File: config.mk
export PLATFORM = sky130hd
export DESIGN_NAME = xy_link_tx
export DESIGN_NICKNAME = d
export VERILOG_FILES = /design/src/rtl/noc_pkg.sv /design/src/rtl/link_tx_fifo.sv /design/src/rtl/xy_link_tx.sv
export SDC_FILE = /design/constraint.sdc
export NUM_CORES = 1
export LEC_CHECK = 0
export ABC_CLOCK_PERIOD_IN_PS = 5100
export CAP_MARGIN = 20
export CORE_MARGIN = 2
export CORE_UTILIZATION = 45
export DETAILED_ROUTE_END_ITERATION = 7
export MAX_ROUTING_LAYER = met4
export SLEW_MARGIN = 25
export SYNTH_ARGS = -nofsm -noshare
export SYNTH_HDL_FRONTEND = slang
export SYNTH_SLANG_ARGS = --single-unit
File: constraint.sdc
create_clock -name clk_i -period 5.1 [get_ports clk_i]
set_input_delay 1.02 -clock clk_i [delete_from_list [all_inputs] [get_ports clk_i]]
set_output_delay 1.02 -clock clk_i [all_outputs]
set_load 0.03 [all_outputs]
File: src/rtl/noc_pkg.sv
`default_nettype none
// ============================================================================
//  Module   : noc_pkg
//  Brief    : Shared flit width, credit counter width and link-TX FSM states.
//  Revision : 1.0 - initial release
// ============================================================================
package noc_pkg;

    localparam int FLIT_W   = 8;
    localparam int CREDIT_W = 8;

    typedef enum logic [1:0] {
        ST_IDLE    = 2'd0,
        ST_SEND    = 2'd1,
        ST_BLOCKED = 2'd2
    } tx_state_t;

endpackage
`default_nettype wire

File: src/rtl/link_tx_fifo.sv
`default_nettype none
// ============================================================================
//  Module   : link_tx_fifo
//  Brief    : Synchronous FIFO with show-ahead head, used as the link TX buffer.
//  Revision : 1.0 - initial release
// ============================================================================
module link_tx_fifo
    import noc_pkg::*;
#(
    parameter int DATA_W = FLIT_W,
    parameter int DEPTH  = 4
) (
    input  logic                       clk_i,
    input  logic                       rst_i,
    input  logic                       wr_en_i,
    input  logic [DATA_W-1:0]          wr_data_i,
    input  logic                       rd_en_i,
    output logic [DATA_W-1:0]          rd_data_o,
    output logic                       full_o,
    output logic                       empty_o,
    output logic [$clog2(DEPTH):0]     count_o
);

    localparam int c_ptr_w = $clog2(DEPTH);
    localparam int c_cnt_w = $clog2(DEPTH) + 1;

    logic [DATA_W-1:0]  r_mem [DEPTH];
    logic [c_ptr_w-1:0] r_wptr;
    logic [c_ptr_w-1:0] r_rptr;
    logic [c_cnt_w-1:0] r_count;
    logic               w_wr;
    logic               w_rd;

    assign full_o    = (r_count == c_cnt_w'(DEPTH));
    assign empty_o   = (r_count == '0);
    assign count_o   = r_count;
    assign rd_data_o = r_mem[r_rptr];
    assign w_wr      = wr_en_i & ~full_o;
    assign w_rd      = rd_en_i & ~empty_o;

    // Pointers wrap naturally since DEPTH is a power of two.
    always_ff @(posedge clk_i) begin
        if (rst_i) begin
            r_wptr  <= '0;
            r_rptr  <= '0;
            r_count <= '0;
        end else begin
            if (w_wr) r_wptr <= r_wptr + 1'b1;
            if (w_rd) r_rptr <= r_rptr + 1'b1;
            r_count <= r_count + c_cnt_w'(w_wr) - c_cnt_w'(w_rd);
        end
    end

    always_ff @(posedge clk_i) begin
        if (w_wr) r_mem[r_wptr] <= wr_data_i;
    end

endmodule
`default_nettype wire

File: src/rtl/xy_link_tx.sv
`default_nettype none
// ============================================================================
//  Module   : xy_link_tx
//  Brief    : Credit-based output link transmitter for a mesh XY router port.
//             Define LINK_TX_STATS_EN to add tx_cnt_o / stall_cnt_o counters.
//  Revision : 1.0 - initial release
// ============================================================================
module xy_link_tx
    import noc_pkg::*;
#(
    parameter int DATA_W   = FLIT_W,
    parameter int TX_DEPTH = 4,
    parameter int CREDITS  = 4
) (
    input  logic              clk_i,
    input  logic              rst_i,
    input  logic              wr_en_i,
    input  logic [DATA_W-1:0] data_i,
    output logic              full_o,
    output logic              link_vld_o,
    output logic [DATA_W-1:0] link_data_o,
    input  logic              credit_i,
    output logic [1:0]        state_o,
    output logic              credit_err_o
`ifdef LINK_TX_STATS_EN
    ,
    output logic [15:0]       tx_cnt_o,
    output logic [15:0]       stall_cnt_o
`endif
);

    localparam int                  c_cnt_w      = $clog2(TX_DEPTH) + 1;
    localparam logic [CREDIT_W-1:0] c_credit_max = CREDIT_W'(CREDITS);

    logic [DATA_W-1:0]   w_head;
    logic                w_empty;
    logic [c_cnt_w-1:0]  w_count;
    logic                w_wr_acc;
    logic                w_pop;
    logic                w_cred_sat;
    logic [c_cnt_w-1:0]  w_cnt_next;
    logic [CREDIT_W-1:0] w_cred_next;
    logic [CREDIT_W-1:0] r_credits;
    logic                r_credit_err;
    logic                r_link_vld;
    logic [DATA_W-1:0]   r_link_data;
    tx_state_t           r_state;
    tx_state_t           w_state_next;

    link_tx_fifo #(
        .DATA_W (DATA_W),
        .DEPTH  (TX_DEPTH)
    ) u_fifo (
        .clk_i     (clk_i),
        .rst_i     (rst_i),
        .wr_en_i   (wr_en_i),
        .wr_data_i (data_i),
        .rd_en_i   (w_pop),
        .rd_data_o (w_head),
        .full_o    (full_o),
        .empty_o   (w_empty),
        .count_o   (w_count)
    );

    assign w_wr_acc   = wr_en_i & ~full_o;
    assign w_pop      = ~w_empty & (r_credits != '0);
    assign w_cnt_next = w_count + c_cnt_w'(w_wr_acc) - c_cnt_w'(w_pop);
    // A credit arriving at full count without a matching pop is a protocol error.
    assign w_cred_sat = credit_i & ~w_pop & (r_credits == c_credit_max);
    assign w_cred_next = w_cred_sat ? r_credits
                                    : r_credits - CREDIT_W'(w_pop) + CREDIT_W'(credit_i);

    always_ff @(posedge clk_i) begin
        if (rst_i) begin
            r_credits    <= c_credit_max;
            r_credit_err <= 1'b0;
            r_link_vld   <= 1'b0;
            r_link_data  <= '0;
            r_state      <= ST_IDLE;
        end else begin
            r_credits  <= w_cred_next;
            r_link_vld <= w_pop;
            r_state    <= w_state_next;
            if (w_cred_sat) r_credit_err <= 1'b1;
            if (w_pop)      r_link_data  <= w_head;
        end
    end

    // State tracks the post-edge buffer/credit situation; it never gates pop.
    always_comb begin
        w_state_next = r_state;
        case (r_state)
            ST_IDLE: begin
                if (w_cnt_next != '0)
                    w_state_next = (w_cred_next != '0) ? ST_SEND : ST_BLOCKED;
            end
            ST_SEND: begin
                if (w_cnt_next == '0)       w_state_next = ST_IDLE;
                else if (w_cred_next == '0) w_state_next = ST_BLOCKED;
            end
            ST_BLOCKED: begin
                if (w_cnt_next == '0)       w_state_next = ST_IDLE;
                else if (w_cred_next != '0) w_state_next = ST_SEND;
            end
            default: w_state_next = ST_IDLE;
        endcase
    end

    assign link_vld_o   = r_link_vld;
    assign link_data_o  = r_link_data;
    assign state_o      = r_state;
    assign credit_err_o = r_credit_err;

`ifdef LINK_TX_STATS_EN
    logic [15:0] r_tx_cnt;
    logic [15:0] r_stall_cnt;

    always_ff @(posedge clk_i) begin
        if (rst_i) begin
            r_tx_cnt    <= '0;
            r_stall_cnt <= '0;
        end else begin
            if (w_pop) r_tx_cnt <= r_tx_cnt + 16'd1;
            if ((r_state == ST_BLOCKED) && (r_stall_cnt != 16'hFFFF))
                r_stall_cnt <= r_stall_cnt + 16'd1;
        end
    end

    assign tx_cnt_o    = r_tx_cnt;
    assign stall_cnt_o = r_stall_cnt;
`endif

endmodule
`default_nettype wire
# Word-level counts from Yosys, hierarchy flattened
# Memory sizes are Yosys's and may differ from the RTL's. A register that Yosys moved wholly into a read port is not among the register bits.
# Cells that the tools add are included.
dict set report classes {
  n_addsub 7
  n_eq_ne 7
  muxes 10
  bitwise_logic 8
  n_reduce_logical 8
}
# op count
set ops {}
lappend ops {{8-bit nonzero test} 2}
lappend ops {{2-bit 2-to-1 mux} 6}
lappend ops {{8-bit by 1-bit adder with 8-bit output} 1}
lappend ops {{8-bit by 3-bit equality test with 1-bit output (second input constant)} 1}
lappend ops {{8-bit zero test} 1}
lappend ops {{8-bit 2-to-1 mux} 1}
lappend ops {{8-bit by 1-bit subtractor with 8-bit output} 1}
lappend ops {{3-bit zero test} 2}
lappend ops {{3-bit != test (second input constant)} 2}
lappend ops {{2-bit case mux with 3 select lines} 1}
lappend ops {{3-bit by 1-bit subtractor with 3-bit output} 2}
lappend ops {{1-bit AND} 5}
lappend ops {{2-bit by 1-bit adder with 2-bit output (second input constant)} 2}
lappend ops {{3-bit by 1-bit adder with 3-bit output} 1}
lappend ops {{3-bit equality test (second input constant)} 1}
lappend ops {{1-bit NOT} 3}
lappend ops {{3-bit AND reduction} 1}
lappend ops {{3-bit nonzero test} 1}
lappend ops {{2-bit by 1-bit equality test with 1-bit output (second input constant)} 1}
lappend ops {{2-bit equality test (second input constant)} 1}
lappend ops {{2-bit zero test} 1}
lappend ops {{1-bit 2-to-1 mux} 2}
lappend ops {{2-bit != test (second input constant)} 1}
dict set report totals {
  regBits 19
  ramBits 32
  in_bits 12
  out_inout_bits 13
  wordCells 48
  memories 1
}
# name words word_bits read_ports rd_clocked_by_memory_dff wr line
set mem_list {}
lappend mem_list {u_fifo.r_mem 4 8 1 1 1 link_tx_fifo.sv:27} ;# logic [DATA_W-1:0] r_mem [DEPTH];

# Logic depth before layout (Yosys ltp)
dict set report logic_depth {
  ltp_word 11
  ltp_mapped 16
  ltp_nobuf 14
}

# Modules after synthesis
# From an unflattened synthesis, not the netlist that was laid out.
dict set report unflattened {
  cells_unflattened 226
  area_unflattened_um2 2877.8
}
# mod n_inst cells_per_inst area_each_um2
set modules_own_cells {}
lappend modules_own_cells {link_tx_fifo 1 93 1634.1}
lappend modules_own_cells {xy_link_tx 1 133 1243.7}

# Worst setup path after synthesis
# Ideal clock, no wire load.
dict set report synth_path {
  path_type {reg2reg}
  from {reg r_credits[4]}
  to {reg r_state[1], in the netlist state_o[1]}
  arrival_time_ns 3.594
  required_ns 4.984
  setup_slack_ns 1.389
  stages_incl_launch_ff 17
  path_buffers 2
  period_less_slack_ns 3.711
  path_cell_list {dfxtp_1 inv_1 ha_1 nor4bb_1 a21o_1 clkbuf_1 inv_2 clkbuf_1 ha_1 inv_1 ha_1 fa_1 a211o_1 and3_1 o21ai_0 a2111oi_4 a41o_1}
}
dict set report synth_via {
  elab_chain_len 10
  word_cells_on_any_way 23
}
# element line
set synth_rtl {}
lappend synth_rtl {{from (decl)} xy_link_tx.sv:43} ;# logic [CREDIT_W-1:0] r_credits;
lappend synth_rtl {{from (signal assigned)} xy_link_tx.sv:75} ;# r_credits <= c_credit_max;
lappend synth_rtl {{from (signal assigned)} xy_link_tx.sv:81} ;# r_credits <= w_cred_next;
lappend synth_rtl {{8-bit nonzero test *} xy_link_tx.sv:66} ;# assign w_pop = ~w_empty & (r_credits != '0);
lappend synth_rtl {{1-bit AND *} xy_link_tx.sv:66}
lappend synth_rtl {{via u_fifo.rd_en_i} link_tx_fifo.sv:17} ;# input logic rd_en_i,
lappend synth_rtl {{parallel branches: the longest is 8 deep, another holds 8-bit by 1-bit subtractor with 8-bit output} --}
lappend synth_rtl {{to (signal assigned)} xy_link_tx.sv:83} ;# r_state <= w_state_next;
lappend synth_rtl {{to (decl)} xy_link_tx.sv:47} ;# tx_state_t r_state;
# Mark *: on every way through the listed nets, which the timed path passes. The select of a mux whose other input is x is not followed.
# A chain may end at the register's enable or synchronous reset.

# Final worst setup path
dict set report layout_path {
  from {reg r_credits[5]}
  to {reg r_state[1], in the netlist state_o[1]}
}
dict set report layout_via {
  elab_chain_len 10
  word_cells_on_any_way 23
}
# element
set layout_rtl {}
lappend layout_rtl {{parallel branches: the longest is 10 deep, another holds 8-bit by 1-bit subtractor with 8-bit output}}
# Several ways; the timed one is not identified. The select of a mux whose other input is x is not followed.

==> results.yml <==
synth:
  synthesis.nets: 253
  synth.cell_area_mm2: 0.002723
  synth_cell_type_count: 43
  synth-warning-count: 0
  synth_cells: 220
  syn_avg_cell_area_um2: 12.38
  yosys_register_bits: 59
  synth_sequential_area_ratio: 0.5515
detailed_routing:
  drt_pass_1_iters: 4
  route.final.wire_length_um: 4895
  detailedRoute.firstIterationViolations: 94
  drt.antenna.violating_nets: 0
  remaining_drc_errors: 0
  wire_per_inst_um: 15.02
  routed_via_density: 5.117
  dr_vias: 1668
final_layout:
  utilization: 0.5500
  fin_nets: 279
  syn2layout_area_growth_pct: 18.89
  post_layout_nonfiller_instances: 326
  share_of_cells_above_drive_strength_1: 0.1195
  antenna_cells: 0
sta:
  setup_slack_ps: 1267
  achievable-frequency_mhz: 260.9
  worst_slew_pin_slew_ps: 924.4
  fin_crit_sh: 0.7516
  finalSetupViolations: 0
  setup_total_negative_slack_ps: 0
  fin_worst_skew_ps: 6.966
  timing_hold_violations_final: 0
  finalHoldWorstSlack_ps: 466.1
  drv_slew: 0
  grt_setup_unrepaired: "no"
  max_slew_margin: 0.3818
  layout_min_cycle_time_ps: 3833
outcome:
  status: "completed"
grt:
  globalRouteTotalUtil: 0.1682
  grt_pass1_wl_um: 7859
  antenna_found_initial: 0
  grt_start_max_net_pins: 27
  grt_pass1_vias: 1648
  globalRoute.totalOverflow: 0
power:
  total_switching_power_uw: 796.7
  power.share.clock: 0.210
  comb_power_share: 0.458
  cell_internal_pwr_uw: 1311
  power.leakage_uw: 0.001253
  power_density_mw_per_mm2: 651.1
  power.share.sequential: 0.331
  p_sw_frac: 0.3781
  vdd.ir_drop.worst_mv: 0.2620
clock_network:
  cts_max_path_buffers: 2
  tritoncts_num_sinks: 59
  post_cts_hold_buffers: 0
  clk_pin_slew_ps: 70
  cts_inserted_buffers: 9
  htree_levels: 3
  clockRootBuffer: "sky130_fd_sc_hd__clkbuf_8"
  tritoncts_clock_tree: "built"
  cts_resized: 0
  postCtsSetupRepairBufs: 0
  worstSkewPairLatency_ps: 330
placed_design:
  dpl_cells: 310
  finalWeightedCongestion: 0.7948
  dpl_worst_slack_ps: 1306
  port_buffers: 24
  detailed_place_hpwl_um: 3560
critical_path:
  crit_type: "flip-flop to flip-flop"
  critical_path_arrival_ps: 4050
  worstSetupEndpointType: "flip-flop"
  path_max_fanout: 13
  worst_ep_required_time_ps: 5320
  worstSetupStartpointType: "flip-flop"
die:
  die_y_extent_um: 81.79
  num_rows: 28
  core-area_mm2: 0.005886
  die-width_um: 81.79
  design.portCount: 25
  initial_utilization: 0.4626
  dieArea_mm2: 0.006689
run:
  timing.max_cap.violations: 0
min_path:
  hold_path.class: "flip-flop to flip-flop"
==> layout by cell type, fill, tap and decap left out, types with 2 or more instances in the layout <==
master                            instances
sky130_fd_sc_hd__edfxtp_1                32
sky130_fd_sc_hd__dfxtp_1                 27
sky130_fd_sc_hd__clkdlybuf4s50_1         24
sky130_fd_sc_hd__nand2_1                 20
sky130_fd_sc_hd__ha_1                    20
sky130_fd_sc_hd__nor2_1                  16
sky130_fd_sc_hd__inv_1                   15
sky130_fd_sc_hd__clkbuf_8                12
sky130_fd_sc_hd__a21oi_1                 11
sky130_fd_sc_hd__mux4_2                   8
sky130_fd_sc_hd__nor3_1                   5
sky130_fd_sc_hd__a21o_1                   4
sky130_fd_sc_hd__and2_1                   4
sky130_fd_sc_hd__nand2b_1                 4
sky130_fd_sc_hd__xor2_1                   4
sky130_fd_sc_hd__a211oi_1                 4
sky130_fd_sc_hd__xnor2_1                  4
sky130_fd_sc_hd__nor3b_1                  3
sky130_fd_sc_hd__nor2b_1                  2
sky130_fd_sc_hd__and3_1                   2
sky130_fd_sc_hd__mux2i_1                  2
sky130_fd_sc_hd__a31oi_1                  2
sky130_fd_sc_hd__clkinvlp_4               2
==> sequential cells by signal, indices dropped and copies added (netlist names) <==
register,cells
u_fifo.r_mem,32
link_data_o,8
r_credits,8
u_fifo.count_o,3
state_o,2
u_fifo.r_rptr,2
u_fifo.r_wptr,2
credit_err_o,1
link_vld_o,1
==> final timing paths <==
kind	end	slack, ps	startpoint	cells after the start
max	state_o[1]$_SDFFE_PP0P_	1270	r_credits[5]$_SDFF_PP0_	14
min	link_data_o[3]$_SDFFE_PP0P_	470	link_data_o[3]$_SDFFE_PP0P_	2
max reg2reg	state_o[1]$_SDFFE_PP0P_	1270	r_credits[5]$_SDFF_PP0_	14
min reg2reg	link_data_o[3]$_SDFFE_PP0P_	470	link_data_o[3]$_SDFFE_PP0P_	2
==> layout make-up <==
| type | count | area, um^2 |
|---|---|---|
| multi-input combinational | 136 | 1127 |
| timing repair buffer | 24 | 240.2 |
| clock inverter | 3 | 45.04 |
| tap | 75 | 93.84 |
| sequential | 59 | 1501 |
| clock buffer | 13 | 168.9 |
| fill | 504 | 2649 |
| inverter | 16 | 60.06 |
==> cell usage after synthesis, drive strengths merged <==
cell type,number,area [um^2]
fa,1,20.02
xnor2,4,35.03
mux4,8,180.2
nor3,5,25.02
ha,20,250.2
nor4,1,6.260
nor3b,3,22.52
o21bai,1,7.510
inv,16,60.05
o2111a,1,11.26
nand2b,4,25.02
and2,4,25.02
a211oi,4,30.03
mux2,1,11.26
a21oi,11,55.05
or4,1,7.510
a311oi,1,8.760
a221o,1,10.01
a2111oi,2,37.54
clkbuf,9,33.78
a31oi,2,12.51
mux2i,2,20.02
o211a,1,10.01
nor2,16,60.06
a41o,1,10.01
o21ai,1,5.000
a21o,4,30.03
nor4bb,1,10.01
or3b,2,20.02
xor2,4,35.03
nand2,20,75.07
a211o,1,8.760
o2111ai,1,8.760
edfxtp,32,960.9
nor2b,3,26.27
o211ai,1,7.510
and3,3,20.02
dfxtp,27,540.5
==> per-stage QoR <==
step	total power (uW)	instance area [um^2]
after floorplan	1424	2723
after global placement	1680	3023
after detailed placement	1683	3023
after CTS	2132	3237
after global routing	2270	3237
final	2107	3237
==> power by group through the flow <==
stage | Combinational [uW] | Sequential, uW | Clock [uW]
floorplan | 679 | 744 | 0
global placement | 971 | 709 | 0
detailed placement | 972 | 711 | 0
CTS | 978 | 702 | 453
global route | 1080 | 713 | 476
finish | 966 | 699 | 443
==> layer usage <==
metal / GRT usage / wire length [um] / part of all wire / up-vias
met4: 0.09667 / 111 / 0.023 / 0
met1: 0.2066 / 2319 / 0.47 / 781
met3: 0.04725 / 134 / 0.027 / 11
met5: - / 0 / 0 / -
met2: 0.2488 / 2328 / 0.48 / 26
li1: - / - / - / 850
==> worst max-delay path: stages (launching register included) <==
cell                        delay, ps
sky130_fd_sc_hd__dfxtp_1          340
sky130_fd_sc_hd__inv_1             80
sky130_fd_sc_hd__ha_1             130
sky130_fd_sc_hd__nor4bb_1         470
sky130_fd_sc_hd__a21o_1           390
sky130_fd_sc_hd__inv_2            190
sky130_fd_sc_hd__ha_1             310
sky130_fd_sc_hd__inv_1             40
sky130_fd_sc_hd__ha_1             190
sky130_fd_sc_hd__fa_1             410
sky130_fd_sc_hd__a211o_1          310
sky130_fd_sc_hd__and3_1           200
sky130_fd_sc_hd__o21ai_0          310
sky130_fd_sc_hd__a2111oi_4        100
sky130_fd_sc_hd__a41o_1           250
==> logic make-up (layout without fill, tap and decap cells) <==
logic type / after synthesis / in the layout / share of synthesized area
fa+ha+maj: 21 / 21 / 0.09926
simple gates: 63 / 63 / 0.1186
flops: 59 / 59 / 0.5515
buf+inv: 25 / 56 / 0.03446
compound gates: 33 / 33 / 0.09283
xor+xnor: 8 / 8 / 0.02573
mux: 11 / 11 / 0.07766
No activity file was read; power rests on OpenSTA's default activity.
